--- src/rtl/mem_ctrl_if.sv ---
`default_nettype none
// ---------------------------------------------------------------------------
// mem_ctrl_if
//   Bundles the request/response handshakes of the instruction cache and the
//   load-store buffer, the pipeline flush, the UART backpressure flag and the
//   byte-wide RAM bus used by mem_ctrl.
//   master : environment side (requesters, flush source, RAM)
//   slave  : the memory controller
// Rev 1.0 - initial release
// ---------------------------------------------------------------------------
interface mem_ctrl_if;
  // iCache fetch channel
  logic        in_from_iCache_valid;
  logic [31:0] in_from_iCache_addr;
  logic        out_to_iCache_valid;
  logic [31:0] out_to_iCache_ins;
  // load-store buffer channel
  logic        in_from_lsb_valid;
  logic        in_from_lsb_wr;
  logic [31:0] in_from_lsb_addr;
  logic [1:0]  in_from_lsb_size;
  logic [31:0] in_from_lsb_data;
  logic        out_to_lsb_valid;
  logic [31:0] out_to_lsb_data;
  // flush and IO backpressure
  logic        in_from_rob_clear;
  logic        io_buffer_full;
  // RAM bus
  logic [7:0]  mem_din;
  logic [7:0]  mem_dout;
  logic [31:0] mem_a;
  logic        mem_wr;

  modport master (
    output in_from_iCache_valid, in_from_iCache_addr,
    input  out_to_iCache_valid, out_to_iCache_ins,
    output in_from_lsb_valid, in_from_lsb_wr, in_from_lsb_addr,
    output in_from_lsb_size, in_from_lsb_data,
    input  out_to_lsb_valid, out_to_lsb_data,
    output in_from_rob_clear, io_buffer_full, mem_din,
    input  mem_dout, mem_a, mem_wr
  );

  modport slave (
    input  in_from_iCache_valid, in_from_iCache_addr,
    output out_to_iCache_valid, out_to_iCache_ins,
    input  in_from_lsb_valid, in_from_lsb_wr, in_from_lsb_addr,
    input  in_from_lsb_size, in_from_lsb_data,
    output out_to_lsb_valid, out_to_lsb_data,
    input  in_from_rob_clear, io_buffer_full, mem_din,
    output mem_dout, mem_a, mem_wr
  );
endinterface
`default_nettype wire

--- src/rtl/mem_ctrl.sv ---
`default_nettype none
// ---------------------------------------------------------------------------
// mem_ctrl
//   Serialises iCache word fetches and LSB loads/stores (1/2/4 bytes) onto a
//   byte-wide synchronous RAM, one byte per cycle, arbitrating between the two
//   requesters and aborting speculative reads on a pipeline flush. Read data
//   is assembled little-endian and returned with a one-cycle response pulse.
//   Ports:
//     clk  - system clock, rising edge
//     rst  - asynchronous reset, active low
//     rdy  - global enable; low freezes all state and masks strobes
//     bus  - mem_ctrl_if.slave (requests, responses, flush, RAM bus)
// Rev 1.0 - initial release
// ---------------------------------------------------------------------------
module mem_ctrl (
  input  logic       clk,
  input  logic       rst,
  input  logic       rdy,
  mem_ctrl_if.slave  bus
);

  typedef enum logic [1:0] {
    IDLE   = 2'd0,
    IFETCH = 2'd1,
    LOAD   = 2'd2,
    STORE  = 2'd3
  } state_t;

  localparam logic        GRANT_IC  = 1'b0;
  localparam logic        GRANT_LSB = 1'b1;
  localparam logic [31:0] IO_BASE   = 32'h0003_0000;

  state_t      state_q, state_d;
  logic [1:0]  step_q, step_d;
  logic [2:0]  len_q, len_d;
  logic [31:0] addr_q, addr_d;
  logic [31:0] wdata_q, wdata_d;
  logic [31:0] asm_q, asm_d;
  logic        last_grant_q, last_grant_d;
  logic [31:0] mem_a_q, mem_a_d;
  logic [7:0]  mem_dout_q, mem_dout_d;
  logic        mem_wr_q, mem_wr_d;
  logic        ic_valid_q, ic_valid_d;
  logic [31:0] ic_ins_q, ic_ins_d;
  logic        lsb_valid_q, lsb_valid_d;
  logic [31:0] lsb_data_q, lsb_data_d;

  // Arbitration
  logic        store_blocked;
  logic        ic_req;
  logic        lsb_req;
  logic        pick_lsb;
  logic [2:0]  lsb_len;

  // Datapath helpers
  logic [2:0]  next_k;       // index of the byte handled at this edge, plus one
  logic [31:0] next_addr;
  logic [31:0] asm_next;
  logic [31:0] store_shift;

  // An IO store waits while the UART buffer is full; iCache may use the slot.
  assign store_blocked = bus.in_from_lsb_valid && bus.in_from_lsb_wr &&
                         (bus.in_from_lsb_addr >= IO_BASE) && bus.io_buffer_full;
  assign ic_req   = bus.in_from_iCache_valid;
  assign lsb_req  = bus.in_from_lsb_valid && !store_blocked;
  assign pick_lsb = lsb_req && (!ic_req || (last_grant_q == GRANT_IC));

  always_comb begin
    case (bus.in_from_lsb_size)
      2'd0:    lsb_len = 3'd1;
      2'd1:    lsb_len = 3'd2;
      default: lsb_len = 3'd4;
    endcase
  end

  assign next_k      = {1'b0, step_q} + 3'd1;
  assign next_addr   = addr_q + {29'd0, next_k};
  assign store_shift = wdata_q >> {next_k[1:0], 3'b000};

  always_comb begin
    asm_next = asm_q;
    asm_next[{step_q, 3'b000} +: 8] = bus.mem_din;
  end

  always_comb begin
    state_d      = state_q;
    step_d       = step_q;
    len_d        = len_q;
    addr_d       = addr_q;
    wdata_d      = wdata_q;
    asm_d        = asm_q;
    last_grant_d = last_grant_q;
    mem_a_d      = mem_a_q;
    mem_dout_d   = mem_dout_q;
    mem_wr_d     = mem_wr_q;
    ic_valid_d   = 1'b0;
    ic_ins_d     = ic_ins_q;
    lsb_valid_d  = 1'b0;
    lsb_data_d   = lsb_data_q;

    case (state_q)
      IDLE: begin
        if (!bus.in_from_rob_clear && (ic_req || lsb_req)) begin
          step_d = 2'd0;
          asm_d  = 32'd0;
          if (pick_lsb) begin
            last_grant_d = GRANT_LSB;
            addr_d       = bus.in_from_lsb_addr;
            len_d        = lsb_len;
            wdata_d      = bus.in_from_lsb_data;
            mem_a_d      = bus.in_from_lsb_addr;
            if (bus.in_from_lsb_wr) begin
              state_d    = STORE;
              mem_dout_d = bus.in_from_lsb_data[7:0];
              mem_wr_d   = 1'b1;
            end else begin
              state_d = LOAD;
            end
          end else begin
            last_grant_d = GRANT_IC;
            state_d      = IFETCH;
            addr_d       = bus.in_from_iCache_addr;
            len_d        = 3'd4;
            mem_a_d      = bus.in_from_iCache_addr;
          end
        end
      end

      IFETCH, LOAD: begin
        if (bus.in_from_rob_clear) begin
          // Speculative read is dropped, even on its final byte.
          state_d = IDLE;
          mem_a_d = 32'd0;
        end else begin
          asm_d = asm_next;
          if (next_k == len_q) begin
            state_d = IDLE;
            mem_a_d = 32'd0;
            if (state_q == IFETCH) begin
              ic_valid_d = 1'b1;
              ic_ins_d   = asm_next;
            end else begin
              lsb_valid_d = 1'b1;
              lsb_data_d  = asm_next;
            end
          end else begin
            mem_a_d = next_addr;
            step_d  = step_q + 2'd1;
          end
        end
      end

      STORE: begin
        // Stores are committed and ignore the flush.
        if (next_k == len_q) begin
          state_d     = IDLE;
          mem_a_d     = 32'd0;
          mem_dout_d  = 8'd0;
          mem_wr_d    = 1'b0;
          lsb_valid_d = 1'b1;
          lsb_data_d  = 32'd0;
        end else begin
          mem_a_d    = next_addr;
          mem_dout_d = store_shift[7:0];
          step_d     = step_q + 2'd1;
        end
      end

      default: state_d = IDLE;
    endcase
  end

  always_ff @(posedge clk or negedge rst) begin
    if (!rst) begin
      state_q      <= IDLE;
      step_q       <= 2'd0;
      len_q        <= 3'd0;
      addr_q       <= 32'd0;
      wdata_q      <= 32'd0;
      asm_q        <= 32'd0;
      last_grant_q <= GRANT_LSB;
      mem_a_q      <= 32'd0;
      mem_dout_q   <= 8'd0;
      mem_wr_q     <= 1'b0;
      ic_valid_q   <= 1'b0;
      ic_ins_q     <= 32'd0;
      lsb_valid_q  <= 1'b0;
      lsb_data_q   <= 32'd0;
    end else if (rdy) begin
      state_q      <= state_d;
      step_q       <= step_d;
      len_q        <= len_d;
      addr_q       <= addr_d;
      wdata_q      <= wdata_d;
      asm_q        <= asm_d;
      last_grant_q <= last_grant_d;
      mem_a_q      <= mem_a_d;
      mem_dout_q   <= mem_dout_d;
      mem_wr_q     <= mem_wr_d;
      ic_valid_q   <= ic_valid_d;
      ic_ins_q     <= ic_ins_d;
      lsb_valid_q  <= lsb_valid_d;
      lsb_data_q   <= lsb_data_d;
    end
  end

  // Strobes are masked while frozen; a held pulse reappears when rdy returns.
  assign bus.mem_wr              = mem_wr_q & rdy;
  assign bus.out_to_iCache_valid = ic_valid_q & rdy;
  assign bus.out_to_lsb_valid    = lsb_valid_q & rdy;
  assign bus.mem_a               = mem_a_q;
  assign bus.mem_dout            = mem_dout_q;
  assign bus.out_to_iCache_ins   = ic_ins_q;
  assign bus.out_to_lsb_data     = lsb_data_q;

endmodule
`default_nettype wire

--- src/flat_wrapper.sv ---
// flat-port wrapper written by rule: the top's interface ports become plain ports
module mem_ctrl_flat 
  (clk, rst, rdy, bus_in_from_iCache_valid, bus_in_from_iCache_addr, bus_out_to_iCache_valid, bus_out_to_iCache_ins, bus_in_from_lsb_valid, bus_in_from_lsb_wr, bus_in_from_lsb_addr, bus_in_from_lsb_size, bus_in_from_lsb_data, bus_out_to_lsb_valid, bus_out_to_lsb_data, bus_in_from_rob_clear, bus_io_buffer_full, bus_mem_din, bus_mem_dout, bus_mem_a, bus_mem_wr);
  mem_ctrl_if bus_i ();
  input  logic clk;
  input  logic rst;
  input  logic rdy;
  input wire logic [$bits(bus_i.in_from_iCache_valid)-1:0] bus_in_from_iCache_valid;
  input wire logic [$bits(bus_i.in_from_iCache_addr)-1:0] bus_in_from_iCache_addr;
  output wire logic [$bits(bus_i.out_to_iCache_valid)-1:0] bus_out_to_iCache_valid;
  output wire logic [$bits(bus_i.out_to_iCache_ins)-1:0] bus_out_to_iCache_ins;
  input wire logic [$bits(bus_i.in_from_lsb_valid)-1:0] bus_in_from_lsb_valid;
  input wire logic [$bits(bus_i.in_from_lsb_wr)-1:0] bus_in_from_lsb_wr;
  input wire logic [$bits(bus_i.in_from_lsb_addr)-1:0] bus_in_from_lsb_addr;
  input wire logic [$bits(bus_i.in_from_lsb_size)-1:0] bus_in_from_lsb_size;
  input wire logic [$bits(bus_i.in_from_lsb_data)-1:0] bus_in_from_lsb_data;
  output wire logic [$bits(bus_i.out_to_lsb_valid)-1:0] bus_out_to_lsb_valid;
  output wire logic [$bits(bus_i.out_to_lsb_data)-1:0] bus_out_to_lsb_data;
  input wire logic [$bits(bus_i.in_from_rob_clear)-1:0] bus_in_from_rob_clear;
  input wire logic [$bits(bus_i.io_buffer_full)-1:0] bus_io_buffer_full;
  input wire logic [$bits(bus_i.mem_din)-1:0] bus_mem_din;
  output wire logic [$bits(bus_i.mem_dout)-1:0] bus_mem_dout;
  output wire logic [$bits(bus_i.mem_a)-1:0] bus_mem_a;
  output wire logic [$bits(bus_i.mem_wr)-1:0] bus_mem_wr;
  assign bus_i.in_from_iCache_valid = bus_in_from_iCache_valid;
  assign bus_i.in_from_iCache_addr = bus_in_from_iCache_addr;
  assign bus_out_to_iCache_valid = bus_i.out_to_iCache_valid;
  assign bus_out_to_iCache_ins = bus_i.out_to_iCache_ins;
  assign bus_i.in_from_lsb_valid = bus_in_from_lsb_valid;
  assign bus_i.in_from_lsb_wr = bus_in_from_lsb_wr;
  assign bus_i.in_from_lsb_addr = bus_in_from_lsb_addr;
  assign bus_i.in_from_lsb_size = bus_in_from_lsb_size;
  assign bus_i.in_from_lsb_data = bus_in_from_lsb_data;
  assign bus_out_to_lsb_valid = bus_i.out_to_lsb_valid;
  assign bus_out_to_lsb_data = bus_i.out_to_lsb_data;
  assign bus_i.in_from_rob_clear = bus_in_from_rob_clear;
  assign bus_i.io_buffer_full = bus_io_buffer_full;
  assign bus_i.mem_din = bus_mem_din;
  assign bus_mem_dout = bus_i.mem_dout;
  assign bus_mem_a = bus_i.mem_a;
  assign bus_mem_wr = bus_i.mem_wr;
  mem_ctrl u_core (.clk(clk), .rst(rst), .rdy(rdy), .bus(bus_i));
endmodule
--- config.mk ---
export PLATFORM = sky130hd
export DESIGN_NAME = mem_ctrl_flat
export DESIGN_NICKNAME = d
export VERILOG_FILES = /design/src/rtl/mem_ctrl_if.sv /design/src/rtl/mem_ctrl.sv /design/src/flat_wrapper.sv
export SDC_FILE = /design/constraint.sdc
export NUM_CORES = 1
export LEC_CHECK = 0
export ABC_AREA = 1
export CAP_MARGIN = 0
export CORE_MARGIN = 4
export CORE_UTILIZATION = 54
export CTS_BUF_LIST = sky130_fd_sc_hd__clkbuf_4 sky130_fd_sc_hd__clkbuf_8
export CTS_CLUSTER_SIZE = 24
export DETAILED_ROUTE_END_ITERATION = 6
export GPL_TIMING_DRIVEN = 1
export HOLD_SLACK_MARGIN = 0.06
export PLACE_DENSITY = 0.8
export SLEW_MARGIN = 0
export SYNTH_ARGS = -nofsm -noshare
export SYNTH_HDL_FRONTEND = slang
export SYNTH_SLANG_ARGS = --single-unit
--- constraint.sdc ---
create_clock -name clk -period 3.4 [get_ports clk]
set_clock_uncertainty 0.05 [all_clocks]
set_input_delay 0.34 -clock clk [delete_from_list [all_inputs] [get_ports clk]]
set_output_delay 0.34 -clock clk [all_outputs]
set_load 0.01 [all_outputs]
; ---- Word level (Yosys, flattened, before mapping)
; Cells that the tools add are included.
; Widths: inputs -> output; s select.
[totals]
register_bits = 211
out_inout_bits = 107
word_cells = 111
[op_classes]
n_addsub = 4
magnitude_cmp = 1
eq_ne = 12
shift = 3
n_mux = 46
bitwise_logic = 5
n_reduce_logical = 26
[ops]
columns = op, count
row1 = $mux 32, 10
row2 = $pmux 32 s2, 2
row3 = $pmux 32 s3, 1
row4 = $add 32x3->32, 1
row5 = $bwmux 32, 1
row6 = $ge 32x18->1 const B, 1
row7 = $mux 8, 4
row8 = $shift 8x7->32 const A, 1
row9 = $shiftx 8x7->32, 1
row10 = $shr 32x5->8, 1
row11 = $pmux 8 s2, 1
row12 = $mux 1, 14
row13 = $mux 2, 7
row14 = $pmux 2 s3, 2
row15 = $reduce_and 6->1, 2
row16 = $reduce_and 5->1, 2
row17 = $ne 2x1->1 const B, 4
row18 = $reduce_and 4->1, 2
row19 = $neg 5->7, 1
row20 = $logic_and 1x1->1, 6
row21 = $ne 2x2->1 const B, 3
row22 = $pmux 3 s2, 1
row23 = $reduce_and 3->1, 2
row24 = $reduce_bool 2->1, 3
row25 = other kinds (14), 24

; ---- Logic depth before layout (Yosys ltp)
[depth]
ltp_word = 9
mapped_depth = 16
ltp_nobuf = 13

; ---- Worst setup path after synthesis
; Ideal clock, no wire load.
[synth_path]
path_kind = flip-flop to flip-flop
start = register u_core.step_q[0]
end = register u_core.mem_a_q[16] (netlist: u_core.bus.mem_a[16])
setup_ns = 0.069
arrival_ns = 2.685
required_ns = 3.281
slack_ns = 0.596
path_stages_with_launch = 17
cell_sequence = dfrtp_1 > buf_2 > inv_2 > buf_4 > ha_1 > buf_2 > inv_1 > fa_1 > o21ai_2 > nand3_1 > nor2_1 > nand2_1 > nand2_1 > nand2_1 > nor2_1 > nand2_1 > nand3_1
[synth_via]
elab_chain_cells = 5
word_cells_on_any_way = 6
cone_classes = 2 x add/sub / 1 x eq/ne / 3 x mux
[synth_lines]
columns = item, line_no
row1 = start: declaration, mem_ctrl.sv:34  ; logic [1:0] step_q, step_d;
row2 = start signal: assignment, mem_ctrl.sv:191  ; step_q <= step_d;
row3 = $add 2x1->3 *, mem_ctrl.sv:76  ; assign next_k = {1'b0, step_q} + 3'd1;
row4 = $add 32x3->32 or $eq 3x3->1 (tied branches), "mem_ctrl.sv:77, mem_ctrl.sv:136, mem_ctrl.sv:155"
row5 = $mux 32 *, "mem_ctrl.sv:136, mem_ctrl.sv:155"
row6 = $mux 32, mem_ctrl.sv:130  ; if (bus.in_from_rob_clear) begin
row7 = $pmux 32 s3 *, mem_ctrl.sv:101  ; case (state_q)
row8 = end signal: assignment, mem_ctrl.sv:197  ; mem_a_q <= mem_a_d;
row9 = end: declaration, mem_ctrl.sv:40  ; logic [31:0] mem_a_q, mem_a_d;
; Every way passes the cells marked *; elsewhere a longest branch is shown, timed or not.
; A chain may end at the register's enable or synchronous reset.

; ---- Final worst setup path
[layout_path]
start = register u_core.step_q[1]
end = register u_core.mem_a_q[21] (netlist: u_core.bus.mem_a[21])
; The elaborated chain is that of the path after synthesis.

==> results.md <==
* Worst slew margin relative to its limit at between 50% and 60%
* Largest net degree at the start of global routing at 83
* Aggregate negative setup slack at 0 ps
* Worst-case clock buffer depth at 3
* Number of enable flip-flop cells after synthesis at 0
* Vias in the first global route at between 10000 and 15000
* Initial antenna violation count at 0
* CTS clock-pin slew for the worst setup and hold paths at 70 ps
* Switching pwr at 4660 µW
* Instance area after placement at roughly 14000 µm²
* Main synth FF type: sky130_fd_sc_hd__dfrtp_1
* Post-route fraction of the period consumed by the critical path at between 80 and 90%
* Sort of element at the start of the critical path: flip-flop
* Wire length after detailed routing at between 30000 and 40000 µm
* Die height at 154 µm
* DIE AREA at 23900 µm²
* Max-slew violation count at 0
* Start-to-end type of the worst setup path: flip-flop to flip-flop
* Die width at 154 µm
* Mean instance size in the synthesized netlist at 7.20 µm²
* Post-synthesis async set-or-reset flop share at 100%
* Relative contribution of combinational cells to total power at ~43%
* Pre-antenna DRT Iters at 7
* Number of setup buffers added after CTS at 0
* Final estimated routing congestion in global placement at 1.00
* Post-synthesis instance area at about 12000 µm²
* Total internal power at 6280 µW
* Area fraction of the dominant cell type after synthesis at 45.4%
* Sequential cell area fraction in the yosys report at 45.6%
* R2R Path End: u_core.bus.mem_a[21]
* Portion of total power attributed to the clock network at 21.5%
* Core area at 21100 µm²
* Timing-limited maximum frequency at 345 MHz
* Worst-margin pin slew at between 700 and 800 ps
* Arrival time of the worst setup path at ~3300 ps
* Fraction of layout instances using a drive strength above 1 at between 6 and 7%
* Number of buffer cells added on primary ports at 220
* Static leakage at 0.00738 µW
* Switching share of power at 42.6%
* Boundary Pins at 221
* Number of register bits inferred by synthesis at 211
* Distinct cell type count of the synthesized netlist at 42
* Final cell area excluding filler cells at 14700 µm²
* Detailed placement HPWL at 25200 µm
* Ratio of total power to cell area at 745 nW/µm²
* Initial drt markers at about 1200
* Wire length of the first global-routing pass at 57300 µm
* Dominant cells by area after synthesis: sky130_fd_sc_hd__dfrtp_1 45%, sky130_fd_sc_hd__nand2_1 17%, sky130_fd_sc_hd__nand3_1 8.6%
* Final layout net count at 1938
* Post-synth net total at 1737
* Remaining DRCs at 0
* Combinational family with the most area after synthesis: simple AND/OR/NAND/NOR gates
* Worst reg2reg setup slack at between 500 and 600 ps
* Run status: finished clean
* Clk_lat worst skew at approximately 530 ps
* Via count at 11641
* Synth Area in Simple Gates at 34.7%
* Adder-Cell Fraction of Synth Area at 1.58%
* Post-DRT Antenna Nets at 0
* Warning count from the yosys run at 0
* Gate count after technology mapping at 1609
* Path depth of the worst reg2reg path at 14
* Min Clock Period, post-route at 2900 ps
* Worst endpoint required time at 3800 ps
* Clock tree root driver cell: sky130_fd_sc_hd__clkbuf_8
* # diodes at 0
* Share of total power in sequential cells at 35.7%
* Type of element capturing the critical path: flip-flop
* Overflow left after global routing at 0
* H-tree depth at 2
* Number of maximum-capacitance constraint violations at 0
* Clock buffers created by TritonCTS at 36
* Compound-cell area share of the yosys netlist at 8.71%
* Setup-violating endpoint count in the final report at 0
* Count of hold-fix buffers inserted at cts at 1
* Clock sink count at 211
* CP max FO at 11
* Worst hold-check path type: input pin to async pin
* Xor/xnor share of the synthesized area at 0.605%
* Portion of netlist area occupied by mux cells at 0%
* Average wire per cell in the routed design at 16.9 µm
* Cell type with the largest total area after synthesis: sky130_fd_sc_hd__dfrtp_1
* Synth-to-layout area growth at 26.8%
* Global-route usage over all layers at 29.3%
* TritonCTS clock tree: yes
* Worst r2r src: u_core.step_q[1]
* Final hold vios at 0
* Vias per std cell at 5.52
* Max rail drop VDD at around 0.43 mV
* Post-cts repair resize count at 0
* Initial core utilization at a little over half
* Row Count at 53
* Unrepaired setup endpoints after global routing: no
flip-flops by register name, summed over array words and instances (netlist names):
register / cells
u_core.addr_q: 32
u_core.asm_q: 32
u_core.bus.mem_a: 32
u_core.bus.mem_dout: 8
u_core.bus.out_to_iCache_ins: 32
u_core.bus.out_to_lsb_data: 32
u_core.ic_valid_q: 1
u_core.last_grant_q: 1
u_core.len_q: 3
u_core.lsb_valid_q: 1
u_core.mem_wr_q: 1
u_core.state_q: 2
u_core.step_q: 2
u_core.wdata_q: 32
stage by stage:
| stage | setup WS (ps) | hold slack [ps] | std cells | util, % | total power [µW] |
|---|---|---|---|---|---|
| finish | 503 | 267 | 2110 | 69.7 | 10900 |
| global route | 350 | 312 | 2110 | 69.7 | 11700 |
| CTS | 587 | 272 | 2110 | 69.7 | 10900 |
| detailed placement | 636 | 283 | 2046 | 66.1 | 8520 |
| global placement | 691 | 281 | 2046 | 66.1 | 8430 |
| floorplan | 596 | -5.59 | 1609 | - | 6710 |
power groups by stage:
stage               Combinational, µW  Sequential, µW  Clock, µW
finish                           4680            3910       2350
global route                     5180            4000       2490
CTS                              4640            3890       2370
detailed placement               4600            3920          0
global placement                 4520            3910          0
floorplan                        2830            3880          0
metal layers:
metal	GRT usage [%]	share of wire [%]	vias to the layer above
li1	-	-	5577
met1	43.9	45	5412
met2	43.1	43	589
met3	6.18	11	63
met4	8.37	2.0	0
met5	0	0	-
final cells by class:
| class | instances | area, µm² |
|---|---|---|
| flip-flops and latches | 211 | 5280 |
| clock inverters | 12 | 66.3 |
| repair buffers | 251 | 2470 |
| well taps | 275 | 344 |
| fillers | 1788 | 6400 |
| multi-input cells | 1156 | 5280 |
| clock buffers | 51 | 671 |
| inverters | 154 | 579 |
worst max-delay path, cell delays in order, from the launching register on:
cell and delay, ps:
sky130_fd_sc_hd__dfrtp_1 420, sky130_fd_sc_hd__inv_1 100, sky130_fd_sc_hd__ha_1 310, sky130_fd_sc_hd__buf_4 190
sky130_fd_sc_hd__ha_1 310, sky130_fd_sc_hd__nand3_1 70, sky130_fd_sc_hd__nand3_1 160, sky130_fd_sc_hd__nand2_1 140
sky130_fd_sc_hd__nor2_1 480, sky130_fd_sc_hd__nand2_1 160, sky130_fd_sc_hd__nand2_1 100, sky130_fd_sc_hd__nand2_1 60
sky130_fd_sc_hd__nor2_1 120, sky130_fd_sc_hd__nand2_1 60, sky130_fd_sc_hd__nand3_1 90
how the worst max path moves through the flow:
stage,startpoint,to,slack [ps],depth (start not counted)
global route,u_core.step_q[1],u_core.bus.mem_a[17],350,14
finish,u_core.step_q[1],u_core.bus.mem_a[21],500,14
CTS,u_core.step_q[1],u_core.bus.mem_a[21],590,14
detailed placement,u_core.step_q[1],u_core.bus.mem_a[21],640,14
global placement,bus_in_from_lsb_addr[22],u_core.bus.mem_a[5],690,13
floorplan,u_core.step_q[0],u_core.bus.mem_a[16],600,16
placed cells by master, fill, tap and decap left out, types with 2 or more instances in the layout:
cell type	count
sky130_fd_sc_hd__nor2_1	152
sky130_fd_sc_hd__a21boi_0	3
sky130_fd_sc_hd__xor2_1	6
sky130_fd_sc_hd__nand2_2	2
sky130_fd_sc_hd__o22ai_1	17
sky130_fd_sc_hd__a22oi_1	13
sky130_fd_sc_hd__o21ai_0	96
sky130_fd_sc_hd__nand3_1	199
sky130_fd_sc_hd__buf_12	2
sky130_fd_sc_hd__buf_4	28
sky130_fd_sc_hd__nand3b_1	3
sky130_fd_sc_hd__nand4_1	41
sky130_fd_sc_hd__nand2_4	3
sky130_fd_sc_hd__clkdlybuf4s50_1	219
sky130_fd_sc_hd__nor2_2	6
sky130_fd_sc_hd__clkbuf_4	5
sky130_fd_sc_hd__a21oi_1	23
sky130_fd_sc_hd__ha_1	13
sky130_fd_sc_hd__inv_2	5
sky130_fd_sc_hd__inv_1	147
sky130_fd_sc_hd__nand3_2	4
sky130_fd_sc_hd__clkbuf_8	47
sky130_fd_sc_hd__nand2_1	529
sky130_fd_sc_hd__nor3_1	7
sky130_fd_sc_hd__xnor2_1	2
sky130_fd_sc_hd__clkinv_2	11
sky130_fd_sc_hd__o21ai_1	26
sky130_fd_sc_hd__dfrtp_1	210
cells in the mapped netlist, types with 2 or more instances:
cell,number
sky130_fd_sc_hd__nor2_1,152
sky130_fd_sc_hd__o22ai_1,17
sky130_fd_sc_hd__o21ai_1,26
sky130_fd_sc_hd__buf_1,3
sky130_fd_sc_hd__nand3_2,3
sky130_fd_sc_hd__a22oi_1,13
sky130_fd_sc_hd__nand2_1,529
sky130_fd_sc_hd__nor2_2,6
sky130_fd_sc_hd__nor3_1,7
sky130_fd_sc_hd__xnor2_1,2
sky130_fd_sc_hd__inv_2,5
sky130_fd_sc_hd__nand3_1,200
sky130_fd_sc_hd__a21oi_1,23
sky130_fd_sc_hd__buf_2,31
sky130_fd_sc_hd__xor2_1,6
sky130_fd_sc_hd__inv_1,147
sky130_fd_sc_hd__buf_6,5
sky130_fd_sc_hd__a21boi_0,3
sky130_fd_sc_hd__clkbuf_1,38
sky130_fd_sc_hd__buf_4,10
sky130_fd_sc_hd__nand3b_1,3
sky130_fd_sc_hd__ha_1,13
sky130_fd_sc_hd__nand2_2,2
sky130_fd_sc_hd__nand4_1,41
sky130_fd_sc_hd__dfrtp_1,210
sky130_fd_sc_hd__nand2_4,3
sky130_fd_sc_hd__o21ai_0,96
kinds of logic (layout without fill, tap and decap cells):
logic type	count (synthesis)	after routing
and+or+nand+nor	949	949
buffers and inverters	242	468
DFF	211	211
AOI/OAI and AO/OA	185	185
adders and majority gates	14	14
xor gates and xnor gates	8	8
Power figures use the tool's default switching activity.
